File: src/rtl/debug_dump_sequencer.sv
// debug_dump_sequencer
// Streams a latched pipeline snapshot to the UART TX FIFO as a framed byte
// sequence: HEADER_BYTE, word count, data bytes (word 0 first, MSB first within
// a word) and, when DUMP_CHECKSUM_EN is defined, an XOR checksum byte.
//
// Optional feature macro: DUMP_CHECKSUM_EN (CHECK state + checksum byte).
//
// Ports:
//   clock              system clock, rising edge
//   reset              asynchronous active-high reset
//   start              dump request, honoured only in IDLE
//   abort              synchronous cancel of an in-progress frame
//   snapshotData       flattened snapshot, word 0 in bits [31:0]
//   uartTxFull         TX FIFO full, blocks writes
//   dataToUartOutFifo  byte presented to the FIFO (0 when not writing)
//   writeFifoFlag      write strobe, same cycle as the byte
//   busy               high in HEADER..CHECK
//   done               one-cycle pulse in the DONE state
module debug_dump_sequencer #(
   parameter int unsigned NUM_WORDS   = 8,
   parameter logic [7:0]  HEADER_BYTE = 8'hA5
) (
   input  logic                    clock,
   input  logic                    reset,
   input  logic                    start,
   input  logic                    abort,
   input  logic [NUM_WORDS*32-1:0] snapshotData,
   input  logic                    uartTxFull,
   output logic [7:0]              dataToUartOutFifo,
   output logic                    writeFifoFlag,
   output logic                    busy,
   output logic                    done
);

   localparam int unsigned NUM_BYTES  = NUM_WORDS * 4;
   localparam int unsigned IDX_W      = $clog2(NUM_BYTES);
   localparam int unsigned POS_W      = IDX_W + 3;
   localparam int unsigned DATA_W     = NUM_WORDS * 32;
   localparam logic [IDX_W-1:0] LAST_IDX   = IDX_W'(NUM_BYTES - 1);
   localparam logic [7:0]       COUNT_BYTE = 8'(NUM_WORDS);

   typedef enum logic [2:0] {
      IDLE   = 3'd0,
      HEADER = 3'd1,
      COUNT  = 3'd2,
      DATA   = 3'd3,
`ifdef DUMP_CHECKSUM_EN
      CHECK  = 3'd4,
`endif
      DONE   = 3'd5
   } state_t;

   state_t            state;
   logic [DATA_W-1:0] snapLatch;
   logic [IDX_W-1:0]  byteIdx;
`ifdef DUMP_CHECKSUM_EN
   logic [7:0]        checksum;
`endif

   logic [POS_W-1:0]  bitPos;
   logic [7:0]        curByte;
   logic              sending;
   logic              issue;

   // Inverting the two low index bits walks each word MSB first.
   assign bitPos = POS_W'({byteIdx ^ IDX_W'(3), 3'b000});

   // Byte offered in the current state.
   always_comb begin
      curByte = 8'h00;
      sending = 1'b0;
      case (state)
         HEADER: begin curByte = HEADER_BYTE;             sending = 1'b1; end
         COUNT:  begin curByte = COUNT_BYTE;              sending = 1'b1; end
         DATA:   begin curByte = snapLatch[bitPos +: 8];  sending = 1'b1; end
`ifdef DUMP_CHECKSUM_EN
         CHECK:  begin curByte = checksum;                sending = 1'b1; end
`endif
         default: ;
      endcase
   end

   // Write issues in the same cycle the FIFO has room; abort suppresses it.
   assign issue             = sending && !uartTxFull && !abort;
   assign writeFifoFlag     = issue;
   assign dataToUartOutFifo = issue ? curByte : 8'h00;

   // Frame sequencer with registered busy/done.
   always_ff @(posedge clock or posedge reset) begin
      if (reset) begin
         state     <= IDLE;
         snapLatch <= '0;
         byteIdx   <= '0;
`ifdef DUMP_CHECKSUM_EN
         checksum  <= 8'h00;
`endif
         busy      <= 1'b0;
         done      <= 1'b0;
      end else begin
         done <= 1'b0;
         case (state)
            IDLE: begin
               if (start && !abort) begin
                  snapLatch <= snapshotData;
                  byteIdx   <= '0;
`ifdef DUMP_CHECKSUM_EN
                  checksum  <= 8'h00;
`endif
                  busy      <= 1'b1;
                  state     <= HEADER;
               end
            end
            DONE: begin
               state <= IDLE;
            end
            default: begin
               if (abort) begin
                  busy  <= 1'b0;
                  state <= IDLE;
               end else if (!uartTxFull) begin
                  case (state)
                     HEADER: state <= COUNT;
                     COUNT: begin
`ifdef DUMP_CHECKSUM_EN
                        checksum <= checksum ^ COUNT_BYTE;
`endif
                        state    <= DATA;
                     end
                     DATA: begin
`ifdef DUMP_CHECKSUM_EN
                        checksum <= checksum ^ curByte;
`endif
                        if (byteIdx == LAST_IDX) begin
`ifdef DUMP_CHECKSUM_EN
                           state <= CHECK;
`else
                           busy  <= 1'b0;
                           done  <= 1'b1;
                           state <= DONE;
`endif
                        end else begin
                           byteIdx <= byteIdx + IDX_W'(1);
                        end
                     end
`ifdef DUMP_CHECKSUM_EN
                     CHECK: begin
                        busy  <= 1'b0;
                        done  <= 1'b1;
                        state <= DONE;
                     end
`endif
                     default: ;
                  endcase
               end
            end
         endcase
      end
   end

endmodule

File: config.mk
export PLATFORM = sky130hd
export DESIGN_NAME = debug_dump_sequencer
export DESIGN_NICKNAME = d
export VERILOG_FILES = /design/src/rtl/debug_dump_sequencer.sv
export SDC_FILE = /design/constraint.sdc
export NUM_CORES = 1
export LEC_CHECK = 0
export ABC_AREA = 0
export CORE_MARGIN = 2
export CORE_UTILIZATION = 35
export DETAILED_ROUTE_END_ITERATION = 6
export HOLD_SLACK_MARGIN = 0.15
export SYNTH_ARGS = -nofsm -noshare
export SYNTH_HDL_FRONTEND = slang
export SYNTH_SLANG_ARGS = --single-unit
File: constraint.sdc
create_clock -name clock -period 25.3 [get_ports clock]
set_clock_uncertainty 0.2 [all_clocks]
set_input_delay 5.06 -clock clock [delete_from_list [all_inputs] [get_ports clock]]
set_output_delay 5.06 -clock clock [all_outputs]
set_load 0.02 [all_outputs]
==> results by group <==
Run status
  – Outcome: finished clean

Layout
  – Area grow syn2layout: 32.2%
  – Commonest non-fill, non-tap cell in the layout: nand2_1
  – Commonest cells after routing, fill and taps aside: nand2_1, clkdlybuf4s50_1, dfrtp_1, mux4_2, clkbuf_16
  – Diode count: 0
  – Layout cells sized above 1: 0.0802
  – Filler cell count in the final layout: about 3300
  – Final-stage net count: around 1800

Min path
  – Hold WC Path Type: flop to flop
  – Hold Startpoint: snapLatch[37]
  – Hold Path Stages: 2
  – WHS Endpoint: snapLatch[37]

Global route
  – Vias in the first global route: roughly 10000
  – Global-route wire length before repair: approximately 57000 um
  – Largest net degree at the start of global routing: about 130
  – Initial antenna violation count: 0
  – Total grt overflow: 0
  – All-Layer GR Usage: 0.199

Yosys
  – Synth Flop Type: dfrtp_1
  – Largest family of logic cells by synthesized area: simple AND/OR/NAND/NOR gates
  – Register area share after synthesis: 0.542
  – Syn avg cell area: roughly 9.4 sq um
  – Post-Synth XOR/XNOR Area: 0.00143
  – Async set-reset flop share out of synthesis: 1.00
  – Top cell type's share of synthesized area: 0.542
  – Mapped Nets: 1573
  – Area leader, netlist: dfrtp_1
  – Synthesized flop and latch total: 266
  – Ys Warns: 0
  – Adder-Cell Fraction of Synth Area: 0.00204
  – Mux contribution to synthesized area: 0.141
  – Mapped Area: between 10000 and 15000 sq um
  – Post-synthesis compound-gate area fraction: 0.0234
  – Post-synthesis simple-gate area fraction: 0.258
  – Number of synthesized flops with an enable pin: 0
  – Top post-synthesis cells by area: dfrtp_1, nand2_1, mux4_2, mux4_1, clkbuf_1
  – Cells after Synth: ~1300
  – Cell variety after synth: 38

Die
  – Ports: 272
  – Die Width: 191 um
  – Core Rows: 68
  – Core outline area: between 30000 and 40000 sq um
  – Die Ht: ~190 um
  – Die ar.: between 30000 and 40000 sq um
  – Initial Util: 0.355

Route
  – Total iterations of the first detailed-routing run: 5
  – Via density per instance: 4.88
  – Final routed DRC violation total: 0
  – Iteration-0 DRC Markers: between 700 and 800
  – Wirelength, routed: between 30000 and 40000 um
  – Per-cell routed wire length: between 15 and 20 um
  – Via count: approximately 9800
  – ANT nets after route: 0

Placed design
  – Dpl hpwl: approximately 25000 um
  – Dpl ws: ~13 ns
  – Port bufs: 271
  – Gpl congestion: slightly below 0.8

Setup path
  – Worst Setup End Kind: output port
  – R2R depth: 8
  – Worst Path Required: ~20 ns
  – Reg-to-Reg Start: byteIdx[0]
  – Critical-path maximum fanout: 8
  – Flop-to-flop setup slack: 22.09 ns
  – CP arrival: between 7 and 8 ns
  – Crit path kind: input port to output port
  – Crit start category: input port
  – Reg-to-Reg End: byteIdx[3]

Timing
  – Finish-stage setup viols: 0
  – RSZ-0062 raised after global routing: no
  – Part of the cycle the worst path needs: 0.498
  – Final Hold Fails: 0
  – Crit path time final: approximately 13 ns
  – Setup TNS: 0 ns
  – Relative slew slack: 0.222
  – Slew @ Worst Pin: between 1 and 1.5 ns
  – Max Slew Vio Count: 0
  – Fmax achieved: between 70 and 80 MHz
  – Final WS setup: 12.70 ns

Power and ir drop
  – Cell Pwr Density: slightly above 80 nW/um^2
  – LEAKAGE: approximately 7.7 nW
  – VDD IR max: roughly 0.047 mV

Clocking
  – Post-CTS setup repair buffer count: 0
  – CTS hold repair buffers: 0
  – H-tree Lvls: 1
  – Maximum clock path buffer count: 3
  – Clk root buf: clkbuf_16
  – Clock slew at reported path FFs: around 0.060 ns
  – PostCTS Resize Cnt: 0
  – CTS tree: built
  – Clock Sinks: ~270
  – Clk Latency, worst-skew pair: 0.55 ns
  – CTS buffer count: 30

Run
  – Max-cap viol count: 0
-- synthesized netlist by cell type, types with 3 or more instances --
master and instances:
nor2_1 16, dfrtp_1 266, mux2i_1 14, a31o_2 4, buf_2 9, clkbuf_1 61
buf_1 7, inv_1 5, a221oi_1 9, mux4_1 15, buf_4 4, a21oi_1 3
o21ai_0 5, a311oi_1 5, mux2_2 12, nand3_1 5, mux4_2 47, nand2b_1 4
o211ai_1 6, nand2_1 786
-- flip-flops by register name (all words and copies together) (netlist names) --
| name | cells |
|---|---|
| state | 3 |
| busy | 1 |
| done | 1 |
| byteIdx | 5 |
| snapLatch | 256 |
-- through the flow --
step           hold slack, ns  instance area (sq um)  utilization  instances  total power, mW
5_1_grt                 0.284                  16200        0.470       2013             1.43
6_report                0.267                  16200        0.470       2013             1.35
3_3_place_gp            0.250                  15300        0.443       1962            0.923
4_1_cts                 0.270                  16200        0.470       2013             1.36
3_5_place_dp            0.255                  15300        0.443       1962            0.934
2_1_floorplan           0.237                  12300            -       1310            0.811
-- layout make-up --
| class | instances | area (sq um) | share of cell area |
|---|---|---|---|
| Sequential cell | 266 | 6670 | 0.411 |
| Multi-Input combinational cell | 955 | 5240 | 0.323 |
| Timing Repair Buffer | 281 | 2790 | 0.172 |
| Clock buffer | 45 | 888 | 0.0547 |
| Tap cell | 455 | 569 | 0.0351 |
| Clock inverter | 6 | 58.8 | 0.00362 |
| Inverter | 5 | 26.3 | 0.00162 |
-- power breakdown --
| group | switching, mW | internal [mW] | leakage [nW] | total [mW] |
|---|---|---|---|---|
| Sequential | 0.0705 | 0.554 | 3.31 | 0.625 |
| Clock | 0.172 | 0.250 | 0.469 | 0.422 |
| Combinational | 0.150 | 0.150 | 3.95 | 0.300 |
| Total | 0.393 | 0.954 | 7.73 | 1.35 |
-- worst max-delay path by stage --
stage | start | end | slack [ns] | cells after the start
floorplan | reset | busy | 12.71 | 1
global route | abort | dataToUartOutFifo[5] | 12.57 | 5
detailed placement | abort | dataToUartOutFifo[5] | 12.72 | 5
global placement | abort | dataToUartOutFifo[5] | 12.77 | 5
CTS | abort | dataToUartOutFifo[5] | 12.72 | 5
finish | abort | dataToUartOutFifo[5] | 12.70 | 5
-- critical path, cell delays in order --
cell	delay, ns
clkdlybuf4s50_1	0.53
nor4_1	0.42
nand2_1	0.28
a221oi_1	0.37
clkdlybuf4s50_1	0.68
-- cell families (layout without fill, tap and decap cells) --
| family | after synthesis | after routing |
|---|---|---|
| xor+xnor | 2 | 2 |
| buf+inv | 89 | 337 |
| fa+ha+maj | 2 | 2 |
| compound gates | 37 | 37 |
| simple gates | 826 | 826 |
| flops | 266 | 266 |
| mux | 88 | 88 |
-- metal layers --
metal	up-vias	track usage	routed length, um
li1	4682	-	-
met1	4816	0.292	16900
met5	-	0	0
met2	270	0.307	16200
met4	0	0.0521	881
met3	47	0.0316	2030
Note: power is estimated with default switching activity, not from simulation.
